<file path="src/rtl/pattern_pkg.sv">
// Shared definitions for the pattern recogniser front end:
// ASCII constants, counter width, output-stage states and a control-byte helper.
package pattern_pkg;

    localparam logic [7:0] ASCII_SPACE = 8'h20;
    localparam logic [7:0] ASCII_DEL   = 8'h7F;
    localparam logic [7:0] ASCII_AT    = 8'h40;
    localparam logic [7:0] ASCII_DOT   = 8'h2E;
    localparam logic [7:0] ASCII_SLASH = 8'h2F;
    localparam logic [7:0] ASCII_DASH  = 8'h2D;
    localparam logic [7:0] ASCII_0     = 8'h30;
    localparam logic [7:0] ASCII_9     = 8'h39;

    localparam int CNT_W = 16;

    typedef enum logic {
        OEMPTY = 1'b0,
        OFULL  = 1'b1
    } out_state_e;

    function automatic logic is_ctrl(input logic [7:0] c);
        return (c < ASCII_SPACE) || (c == ASCII_DEL);
    endfunction

endpackage

</file>
<file path="src/rtl/char_fifo_mem.sv">
// DEPTH x 8 storage for the feeder FIFO: synchronous write, registered read.
// Ports: clk, rst, wr_en_i/wr_addr_i/wr_data_i, rd_en_i/rd_addr_i, rd_data_o.
module char_fifo_mem #(
    parameter int DEPTH  = 16,
    parameter int ADDR_W = 4
) (
    input  logic              clk,
    input  logic              rst,
    input  logic              wr_en_i,
    input  logic [ADDR_W-1:0] wr_addr_i,
    input  logic [7:0]        wr_data_i,
    input  logic              rd_en_i,
    input  logic [ADDR_W-1:0] rd_addr_i,
    output logic [7:0]        rd_data_o
);

    logic [7:0] mem_q [DEPTH];
    logic [7:0] rd_data_q;

    // Storage array carries no reset; only the read register does.
    always_ff @(posedge clk) begin
        if (wr_en_i) begin
            mem_q[wr_addr_i] <= wr_data_i;
        end
    end

    // The read register doubles as the feeder's output data register.
    always_ff @(posedge clk or posedge rst) begin
        if (rst) begin
            rd_data_q <= '0;
        end else if (rd_en_i) begin
            rd_data_q <= mem_q[rd_addr_i];
        end
    end

    assign rd_data_o = rd_data_q;

endmodule

</file>
<file path="src/rtl/char_stream_feeder.sv">
// Byte feeder ahead of the pattern FSM: optional control-byte filter,
// FIFO buffering and a one-entry output register with valid/ready handshake.
// Ports: in_data/in_valid/in_ready (upstream), out_data/out_valid/ds_ready
// (downstream), flush, level, overflow, accepted_count, dropped_count.
module char_stream_feeder
    import pattern_pkg::*;
#(
    parameter int DEPTH     = 16,
    parameter int ADDR_W    = 4,
    parameter bit DROP_CTRL = 1'b1
) (
    input  logic              clk,
    input  logic              rst,
    input  logic [7:0]        in_data,
    input  logic              in_valid,
    output logic              in_ready,
    output logic [7:0]        out_data,
    output logic              out_valid,
    input  logic              ds_ready,
    input  logic              flush,
    output logic [ADDR_W:0]   level,
    output logic              overflow,
    output logic [CNT_W-1:0]  accepted_count,
    output logic [CNT_W-1:0]  dropped_count
);

    localparam int LW = ADDR_W + 1;
    localparam logic [ADDR_W:0] FULL_LVL = LW'(DEPTH);

    logic [ADDR_W:0]   level_q, level_d;
    logic [ADDR_W-1:0] wr_ptr_q, rd_ptr_q;
    out_state_e        state_q;
    logic              out_valid_q;
    logic              overflow_q;
    logic [CNT_W-1:0]  acc_q, drop_q;

    logic full, push_evt, drop_byte, store;
    logic have_data, xfer, pop;

    assign full      = (level_q == FULL_LVL);
    assign push_evt  = in_valid && !full && !flush;
    assign drop_byte = DROP_CTRL && is_ctrl(in_data);
    assign store     = push_evt && !drop_byte;
    assign have_data = (level_q != '0);
    assign xfer      = out_valid_q && ds_ready;

    // Output register refills when empty, or as the current byte leaves.
    assign pop = !flush && have_data && ((state_q == OEMPTY) || xfer);

    assign level_d = level_q + LW'(store) - LW'(pop);

    always_ff @(posedge clk or posedge rst) begin
        if (rst) begin
            wr_ptr_q <= '0;
            rd_ptr_q <= '0;
            level_q  <= '0;
        end else if (flush) begin
            wr_ptr_q <= '0;
            rd_ptr_q <= '0;
            level_q  <= '0;
        end else begin
            if (store) wr_ptr_q <= wr_ptr_q + ADDR_W'(1);
            if (pop)   rd_ptr_q <= rd_ptr_q + ADDR_W'(1);
            level_q <= level_d;
        end
    end

    always_ff @(posedge clk or posedge rst) begin
        if (rst) begin
            state_q     <= OEMPTY;
            out_valid_q <= 1'b0;
        end else if (flush) begin
            state_q     <= OEMPTY;
            out_valid_q <= 1'b0;
        end else begin
            unique case (state_q)
                OEMPTY: begin
                    if (have_data) begin
                        state_q     <= OFULL;
                        out_valid_q <= 1'b1;
                    end
                end
                OFULL: begin
                    if (xfer && !have_data) begin
                        state_q     <= OEMPTY;
                        out_valid_q <= 1'b0;
                    end
                end
                default: begin
                    state_q     <= OEMPTY;
                    out_valid_q <= 1'b0;
                end
            endcase
        end
    end

    // Overflow and counters survive flush; only reset clears them.
    always_ff @(posedge clk or posedge rst) begin
        if (rst) begin
            overflow_q <= 1'b0;
            acc_q      <= '0;
            drop_q     <= '0;
        end else begin
            if (in_valid && full) overflow_q <= 1'b1;
            if (push_evt) begin
                if (drop_byte) begin
                    if (drop_q != '1) drop_q <= drop_q + CNT_W'(1);
                end else begin
                    if (acc_q != '1) acc_q <= acc_q + CNT_W'(1);
                end
            end
        end
    end

    char_fifo_mem #(
        .DEPTH  (DEPTH),
        .ADDR_W (ADDR_W)
    ) u_mem (
        .clk       (clk),
        .rst       (rst),
        .wr_en_i   (store),
        .wr_addr_i (wr_ptr_q),
        .wr_data_i (in_data),
        .rd_en_i   (pop),
        .rd_addr_i (rd_ptr_q),
        .rd_data_o (out_data)
    );

    assign in_ready       = !full;
    assign out_valid      = out_valid_q;
    assign level          = level_q;
    assign overflow       = overflow_q;
    assign accepted_count = acc_q;
    assign dropped_count  = drop_q;

endmodule

</file>
<file path="config.mk">
export PLATFORM = sky130hd
export DESIGN_NAME = char_stream_feeder
export DESIGN_NICKNAME = d
export VERILOG_FILES = /design/src/rtl/pattern_pkg.sv /design/src/rtl/char_fifo_mem.sv /design/src/rtl/char_stream_feeder.sv
export SDC_FILE = /design/constraint.sdc
export NUM_CORES = 1
export LEC_CHECK = 0
export BUFFER_PORTS_ARGS = -buffer_cell sky130_fd_sc_hd__buf_2
export CAP_MARGIN = 20
export CORE_AREA = 8 8 129 131
export DETAILED_ROUTE_END_ITERATION = 16
export DIE_AREA = 0 0 137 139
export MAX_ROUTING_LAYER = met4
export PLACE_DENSITY = 0.8
export SLEW_MARGIN = 15
export SYNTH_ARGS = -nofsm -noshare
export SYNTH_HDL_FRONTEND = slang
export SYNTH_HIERARCHICAL = 1
export SYNTH_SLANG_ARGS = --single-unit
</file>
<file path="constraint.sdc">
create_clock -name clk -period 3 [get_ports clk]
set_input_delay 0.15 -clock clk [delete_from_list [all_inputs] [get_ports clk]]
set_output_delay 0.15 -clock clk [all_outputs]
set_load 0.01 [all_outputs]
</file>
**Word-level counts from Yosys, hierarchy flattened**

Memories as Yosys holds them, arrays and structs flattened. A register that Yosys moved wholly into a read port is not among the register bits.
Cells that the tools add are included.

- Bits in latches: 0
- Memory bits (writable): 128
- Output and inout port bits: 48
- Bits in read-only memories: 0
- Input port bits: 13
- Register bits after elaboration: 48
- Memories kept: 1
- Word-level logic and storage cells: 59

Memories:

| memory | words | width | rd ports | clocked after Yosys merged registers in | write ports | line | RTL |
|---|---|---|---|---|---|---|---|
| u_mem.mem_q | 16 | 8 | 1 | 1 | 1 | char_fifo_mem.sv:17 | `logic [7:0] mem_q [DEPTH];` |

- Multipliers: 0
- Equal/unequal tests: 6
- $add $sub $neg: 6
- $lt $le $gt $ge: 1
- Reduce and logical (&&, ||, !) cells: 20
- Bitwise gates (word level): 2
- Div/mod/pow operators: 0
- Shift-type cells: 0
- Multiplexer cells: 15

Operators by type and width:

| cell | number |
|---|---|
| $add A16 B1 Y16 const B | 2 |
| $ne A16 B16 Y1 const B | 2 |
| $mux W4 | 4 |
| $add A4 B1 Y4 const B | 2 |
| $eq A8 B7 Y1 const B | 1 |
| $logic_and A1 B1 Y1 | 8 |
| $lt A8 B6 Y1 const B | 1 |
| $mux W1 | 8 |
| $reduce_and A3 Y1 | 2 |
| $add A5 B1 Y5 | 1 |
| $eq A5 B5 Y1 const B | 1 |
| $mux W5 | 1 |
| $reduce_bool A5 Y1 | 1 |
| $sub A5 B1 Y5 | 1 |
| $logic_not A1 Y1 | 4 |
| $pmux W1 S2 | 2 |
| $reduce_bool A2 Y1 | 2 |
| $ne A3 B2 Y1 const B | 1 |
| $ne A3 B3 Y1 const B | 1 |
| $logic_or A1 B1 Y1 | 2 |
| $not A1 Y1 | 2 |
| $reduce_and A2 Y1 | 1 |

**Depth between registers and ports, before layout**

Gate-level depths: netlist of run 1.

- Depth in word-level cells: 8
- Depth in mapped cells: 15
- Mapped depth without buffers: 15

**Modules after synthesis**

Netlist of run 1, hierarchy kept.

Modules (own cells, without submodules):

| module | area each (µm²) | cells each | instances | seq. area each (µm²) |
|---|---|---|---|---|
| char_fifo_mem | 5335.1 | 241 | 1 | 4043.9 |
| char_stream_feeder | 2422.3 | 222 | 1 | 1201.2 |

**Worst setup path after synthesis of run 1**

Ideal clock, no wire load.

- Path type: flip-flop to flip-flop
- Start point: register level_q[2], in the netlist level[2]
- End point: memory u_mem.mem_q[0][0], enable pin
- Data required time: 2617 ps
- Data arrival time: 2550 ps
- Path buffers: 1
- Cell stages (with the launch flop): 10
- Setup slack: 66 ps
- Library setup time: 383 ps
- Clock period less this slack: 2934 ps
- Cell sequence: dfrtp_1 -> inv_1 -> ha_1 -> nand4bb_2 -> nand3b_2 -> nand2b_1 -> inv_2 -> buf_2 -> or3b_2 -> nor3_1

- Word-level cells in the longest chain between the ends: 7

Ends and longest elaborated chain:

| element | line | RTL |
|---|---|---|
| start, declared | char_stream_feeder.sv:30 | `logic [ADDR_W:0] level_q, level_d;` |
| start signal, assigned | char_stream_feeder.sv:64 | `level_q <= level_d;` |
| $eq A5 B5 Y1 | char_stream_feeder.sv:40 | `assign full = (level_q == FULL_LVL);` |
| $logic_not A1 Y1 | n/a |  |
| via in_ready | char_stream_feeder.sv:16 | `output logic in_ready,` |
| $logic_and A1 B1 Y1 (2 in series) | char_stream_feeder.sv:41 | `assign push_evt = in_valid && !full && !flush;` |
| $logic_and A1 B1 Y1 | char_stream_feeder.sv:43 | `assign store = push_evt && !drop_byte;` |
| via store | char_stream_feeder.sv:37 | `logic full, push_evt, drop_byte, store;` |
| $mux W1 | char_fifo_mem.sv:22 | `if (wr_en_i) begin` |
| $mux W1 (not written as such) | char_fifo_mem.sv:23 | `mem_q[wr_addr_i] <= wr_data_i;` |
| end, declared | char_fifo_mem.sv:17 |  |

The timed path passes the listed nets, and every way through them passes these cells.

**Final worst setup path of run 1**

- Start point: register level_q[3], in the netlist level[3]
- End point: register level_q[4], in the netlist level[4]

- Word-level cells in the longest chain between the ends: 8
- Elaborated cells on any way between the ends: 11
- Classes of those cells: 2 x add/sub; 1 x eq/ne; 1 x mux; 7 x reduce/logical

Ends and longest elaborated chain:

| element | line | RTL |
|---|---|---|
| $eq A5 B5 Y1 | char_stream_feeder.sv:40 |  |
| $logic_not A1 Y1 | char_stream_feeder.sv:41 |  |
| $logic_and A1 B1 Y1 (2 in series) | char_stream_feeder.sv:41 |  |
| $logic_and A1 B1 Y1 | char_stream_feeder.sv:43 |  |
| $add A5 B1 Y5 | char_stream_feeder.sv:50 | `assign level_d = level_q + LW'(store) - LW'(pop);` |
| $sub A5 B1 Y5 (*) | char_stream_feeder.sv:50 |  |
| $mux W5 (*) | char_stream_feeder.sv:57 | `end else if (flush) begin` |

Mark *: on every way between the ends. The rest lies on a longest branch, timed or not.
A chain may end at the register's enable or synchronous reset.

==> results of run 1 <==
==> critical path: cells and delay by family (launching register included) <==
kind,cells,cell delay (ps)
compound gates,2,270
simple gates,5,920
buf+inv,4,240
fa+ha+maj,4,870
flops,1,380
==> metal layers <==
layer | global-route usage, % | share of wire (%)
met3 | 5.25 | 7.5
met2 | 28.9 | 52
met5 | - | 0
met4 | 6.06 | 1.2
met1 | 22.4 | 40
==> registers in the layout, summed over array words and instances (netlist names) <==
register and cells:
accepted_count 16, dropped_count 16, level 5, out_valid 1, overflow 1, rd_ptr_q 4, state_q 1, u_mem/mem_q 128
u_mem/rd_data_o 8, wr_ptr_q 4
==> worst max-delay path by stage <==
stage                        from                           to  slack, ps  cells after the start
3_3_place_gp   level[3]$_DFF_PP0_           level[4]$_DFF_PP0_        310                     15
4_1_cts        level[3]$_DFF_PP0_           level[4]$_DFF_PP0_        150                     15
2_1_floorplan  level[2]$_DFF_PP0_  u_mem/mem_q[0][0]$_DFFE_PP_         70                      9
6_report       level[3]$_DFF_PP0_           level[4]$_DFF_PP0_        250                     15
3_5_place_dp   level[3]$_DFF_PP0_           level[4]$_DFF_PP0_        170                     15
5_1_grt        level[3]$_DFF_PP0_           level[4]$_DFF_PP0_         60                     15
==> kinds of logic (layout without fill, tap and decap cells) <==
group	count (synthesis)	in the layout	synth area share, %
compound gates	32	32	3.87
xor+xnor	34	34	3.84
fa+ha+maj	11	11	1.87
buf+inv	29	131	2.60
flops	184	184	67.6
mux	47	47	11.6
simple gates	126	126	8.60
==> placed cells by master, fill, tap and decap left out, types with 14 or more instances in the layout <==
cell type  synthesis  routed
xnor2_1           27      27
nand2_1           14      14
buf_2              3      60
edfxtp_1         128     128
dfrtp_1           56      56
clkbuf_16          0      17
mux4_2            26      26
nand3_1           20      20
buf_4              1      23
nor2_1            38      38
==> stage by stage <==
stage | util, % | instance area, µm² | power [mW] | setup slack (ps)
5_1_grt | 61.0 | 9000 | 7.09 | 55.4
4_1_cts | 60.8 | 8970 | 6.85 | 147
2_1_floorplan | - | 7760 | 4.09 | 66.3
3_5_place_dp | 56.4 | 8330 | 4.56 | 175
6_report | 61.0 | 9000 | 6.80 | 254
3_3_place_gp | 56.4 | 8330 | 4.47 | 309
==> report_power, final <==
part           total [mW]  internal [mW]  switching [mW]
sequential           3.13           2.91           0.215
combinational        1.40          0.639           0.762
clock                2.27           1.33           0.939
total                6.80           4.88            1.92
==> what timing repair did <==
action                                  CTS  global route
endpoints found under the hold margin    10             0
endpoints found under the setup margin    0             1
gates resized for setup                   0             2
hold buffers                              3             0
==> cell type report <==
cell class              instances  area [µm²]
fillers                      1064        5750
flip-flops and latches        184        5250
multi-input cells             250        2320
repair buffers                 88         543
clock buffers                  21         480
well taps                     188         235
clock inverters                11         131
inverters                      11        41.3
==> results.yml, run 1 <==
timing:
  finalSetupTns_ps: 0
  hold_viol: 0
  rsz0062_at_grt: "false"
  period_share_pct: 91.5
  drv_slew: 0
  finalClockSkew_ps: 12.3
  hold_slack_ps: 130
  period_needed_ps: 2750
  tightest_slew_ps: 687
  clock.fmax_ghz: 0.364
  max_slew_margin_pct: 54.1
  setup_viol: 0
synthesis:
  ys_top_cells_by_count: "edfxtp_1 (128), dfrtp_1 (56), nor2_1 (38)"
  ys_seq_elements: 184
  yosysTopAreaCell: "edfxtp_1"
  synth_cell_type_count: 51
  ys.flop_type: "edfxtp_1"
  syn_nets: 487
  ys_seq_area_share_pct: 67.6
  yosysTopAreaCellShare_pct: 49.5
  synth_area_mm2: 0.00776
  synthCells: 463
  yosysMostFrequentCell: "edfxtp_1"
  yosys-top-cells-area: "edfxtp_1 (50%), dfrtp_1 (18%), mux4_2 (7.5%)"
  synth_edf_count: 128
  avgSynthCellArea_um2: 16.8
  synth_warnings: 6
  synthArstFlopShare_pct: 30.4
clock_network:
  cts_made_buffers: 17
  clock_latency_ps: 430
  cts_max_level: 4
  clk_path_buf_depth: 2
  clock-sinks: 184
  postCtsSetupRepairBufs: 0
  root_buffer: "clkbuf_16"
  cts_tree: "built"
  clk_pin_slew_ps: 70
power_and_ir_drop:
  p_per_area_mw_per_mm2: 755
  p_leak_nw: 3.38
  ir_drop_mv: 0.424
drt:
  vias: 4355
  routed_via_density: 5.78
  ant_nets: 0
  firstDrtPassIters: 4
  drc: 0
  wl_mm: 16.4
  routedWlPerCell_um: 21.7
  drt_iter0_drc: 337
floorplan:
  fp.coreArea_mm2: 0.0148
  io_pins: 61
  die_y_um: 139
  rows: 45
  die_x_um: 137
  fp.dieArea_mm2: 0.0190
  start_util_pct: 52.6
critical_path:
  crit_top_cell: "inv_1"
  slowest_stage: "dfrtp_1"
  crit_chain: "inv_1, ha_1, nand4bb_2, nand3b_2, nand2b_4, ha_1, inv_1, ha_1, inv_1, fa_1, inv_1, a21oi_1, nor2_1, or3_1, a21oi_1"
  worstPathMaxFanout: 4
  worstSetupEndpointType: "register"
  slowest_delay_ps: 380
  startpoint_type: "register"
  arrival_ps: 3090
  r2r-start: "level[3]$_DFF_PP0_"
  critical_path_class: "reg2reg"
  reg2reg_slack_ps: 250
  rr_endpoint: "level[4]$_DFF_PP0_"
  worstRegToRegCells: 15
  crit_required_ps: 3350
layout:
  diodes: 0
  fin_nets: 576
  areaGrowthSynthToFinish_pct: 16.0
  drive_above_1_share_pct: 30.1
  stdcell_count: 753
placed_design:
  port_buffers: 60
  place.gp.congestion: 0.786
  placed_cells: 717
  hpwl_mm: 10.9
hold_path:
  hp-class: "in2reg"
  hold_end: "u_mem/mem_q[2][3]$_DFFE_PP_"
  hold_depth: 1
  min_from: "in_data[3]"
global_route:
  overflow: 0
  grt_pass1_vias: 4634
  antenna_found_initial: 0
  grt_start_max_net_pins: 49
  grt_usage_pct: 18.4
  grt_pass1_wl_mm: 25.4
outcome:
  status: "finished, final reports clean"
job:
  cap_viol_max_count: 0
(Power assumes the default switching activity.)
==> run 2, diff against run 1 <==
--- a/config.mk
+++ b/config.mk
@@ -7,11 +7,11 @@
 export LEC_CHECK = 0
 export BUFFER_PORTS_ARGS = -buffer_cell sky130_fd_sc_hd__buf_2
 export CAP_MARGIN = 20
-export CORE_AREA = 8 8 129 131
+export CORE_AREA = 8 8 120 122
 export DETAILED_ROUTE_END_ITERATION = 16
-export DIE_AREA = 0 0 137 139
+export DIE_AREA = 0 0 128 130
 export MAX_ROUTING_LAYER = met4
-export PLACE_DENSITY = 0.8
+export PLACE_DENSITY = 0.87
 export SLEW_MARGIN = 15
 export SYNTH_ARGS = -nofsm -noshare
 export SYNTH_HDL_FRONTEND = slang
==> constraint.sdc (replaced) <==
create_clock -name clk -period 3.17 [get_ports clk]
set_input_delay 0.1585 -clock clk [delete_from_list [all_inputs] [get_ports clk]]
set_output_delay 0.1585 -clock clk [all_outputs]
set_load 0.01 [all_outputs]
==> run 2 against run 1 <==
Against the previous run: cell count shrank 2.4%; maximum frequency shrank 6.0%; die area shrank 13%; first-iteration DRC count grew 24%; register-to-register slack is essentially flat; total power shrank 7.3%; core utilization grew 11 points; final area shrank 0.85%; flip-flop and latch count is the same; clock power shrank 9.7%; via count grew 0.46%.
==> results.yml, run 2 (same netlist as run 1, synthesis figures left out) <==
layout:
  layout_common_cells: "edfxtp_1 (128), buf_2 (60), dfrtp_1 (56), nor2_1 (38), xnor2_1 (27)"
  areaGrowthSynthToFinish_pct: 15.0
  top_register: "u_mem/mem_q"
  largest_reg_flops: 128
  diodes: 0
  layout_commonest_cell: "edfxtp_1"
  fillers: 801
  fin_nets: 574
  drive_above_1_share_pct: 29.1
  stdcell_count: 735
placed_design:
  dp_slack_ps: 141
  placed_cells: 699
  port_buffers: 60
  hpwl_mm: 10.4
  place.gp.congestion: 0.813
timing:
  drv_slew: 0
  hold_viol: 0
  finalSetupTns_ps: 0
  finalClockSkew_ps: 7.92
  setup_viol: 0
  tightest_slew_ps: 709
  max_slew_margin_pct: 52.7
  setup_slack_ps: 248
  period_needed_ps: 2920
  clock.fmax_ghz: 0.342
  rsz0062_at_grt: "false"
  period_share_pct: 92.2
floorplan:
  die_x_um: 128
  fp.coreArea_mm2: 0.0124
  rows: 41
  fp.dieArea_mm2: 0.0166
  die_y_um: 130
  start_util_pct: 62.5
  io_pins: 61
critical_path:
  crit_chain: "inv_1, ha_1, nor4b_2, a21oi_1, nor2b_1, ha_1, inv_1, ha_1, inv_1, fa_1, inv_1, a21oi_1, nor2_1, or3_1, a21oi_1"
  worstSetupEndpointType: "register"
  slowest_delay_ps: 400
  crit_top_cell: "inv_1"
  arrival_ps: 3230
  startpoint_type: "register"
  reg2reg_slack_ps: 250
  crit_required_ps: 3470
  worstRegToRegCells: 15
  critical_path_class: "reg2reg"
  slowest_stage: "fa_1"
  worstPathMaxFanout: 5
clock_network:
  cts_made_buffers: 17
  cts_max_level: 4
  clock_latency_ps: 430
  postCtsSetupRepairBufs: 0
  clk_path_buf_depth: 2
  clock-sinks: 184
  cts_tree: "built"
  root_buffer: "clkbuf_16"
  clk_pin_slew_ps: 60
hold_path:
  hold_depth: 2
  hp-class: "in2reg"
power_and_ir_drop:
  power.switching_mw: 1.78
  ir_drop_mv: 0.476
  p_leak_nw: 3.34
  p_int_mw: 4.53
  p_per_area_mw_per_mm2: 706
  p_seq_share_pct: 46.7
  clkPwrFrac_pct: 32.5
  p_sw_share_pct: 28.2
  power_frac_comb_pct: 20.8
drt:
  vias: 4375
  drc: 0
  routed_via_density: 5.95
  firstDrtPassIters: 4
  routedWlPerCell_um: 21.6
  drt_iter0_drc: 418
  wl_mm: 15.9
  ant_nets: 0
global_route:
  antenna_found_initial: 0
  grt_usage_pct: 21.1
  overflow: 0
  grt_pass1_vias: 4622
  grt_pass1_wl_mm: 25.1
  grt_start_max_net_pins: 49
job:
  cap_viol_max_count: 0
outcome:
  status: "finished, final reports clean"
## run 2: cell types whose count changed in the layout (fill, tap and decap cells not counted), moves of 2 or more
| cell | change |
|---|---|
| clkbuf_8 | -4 |
| clkinv_4 | +4 |
| buf_4 | -2 |
| clkbuf_1 | +2 |
## run 2: power groups by stage
stage	combinational (mW)	sequential, mW	clock [mW]
finish	1.31	2.95	2.05
global route	1.43	2.97	2.17
CTS	1.32	2.94	2.08
detailed placement	1.30	2.99	0
global placement	1.24	2.97	0
floorplan	0.865	3.01	0
## run 2: cell type report
cell class                      instances  area, µm²  area share [%]
Clock buffer                           19        433            4.85
Clock inverter                         13        145            1.63
Tap cell                              172        215            2.41
Multi-Input combinational cell        250       2320            26.0
Sequential cell                       184       5250            58.8
Timing Repair Buffer                   86        528            5.92
Inverter                               11       41.3           0.463
## run 2: per-stage QoR
step	total power, mW	utilization [%]	hold WS (ps)	instance area, µm²
3_3_place_gp	4.21	66.8	154	8290
5_1_grt	6.57	71.9	101	8920
6_report	6.30	71.9	107	8920
3_5_place_dp	4.29	66.8	160	8290
2_1_floorplan	3.87	-	-25.8	7760
4_1_cts	6.34	71.7	90.0	8900
## run 2: per-layer routing
metal  vias to the layer above  track usage, %  part of all wire, %
li1                       1962               -                    -
met1                      2221            25.3                   42
met2                       168            33.9                   50
met3                        24            5.75                  6.5
met4                         0            7.90                  1.9
met5                         -               -                    0
## run 2: critical path: cells and delay by family, from the launching register on
family	cells	cell delay [ps]
AOI/OAI and AO/OA	3	490
adders and majority gates	4	1040
buffers and inverters	4	260
DFF	1	370
and+or+nand+nor	4	660
## run 2: final timing paths
path	start	to
setup / recovery	level[2]$_DFF_PP0_	level[4]$_DFF_PP0_
hold / removal	flush	wr_ptr_q[2]$_DFFE_PP0P_
setup reg to reg	level[2]$_DFF_PP0_	level[4]$_DFF_PP0_
hold reg to reg	dropped_count[11]$_DFFE_PP0P_	dropped_count[11]$_DFFE_PP0P_
max in group asynchronous	rst	accepted_count[8]$_DFFE_PP0P_
min in group asynchronous	rst	wr_ptr_q[2]$_DFFE_PP0P_
## run 2: what timing repair did
item	CTS	global route
hold buffers	3	0
endpoints found under the setup margin	0	1
gates resized for setup	0	1
endpoints found under the hold margin	10	0
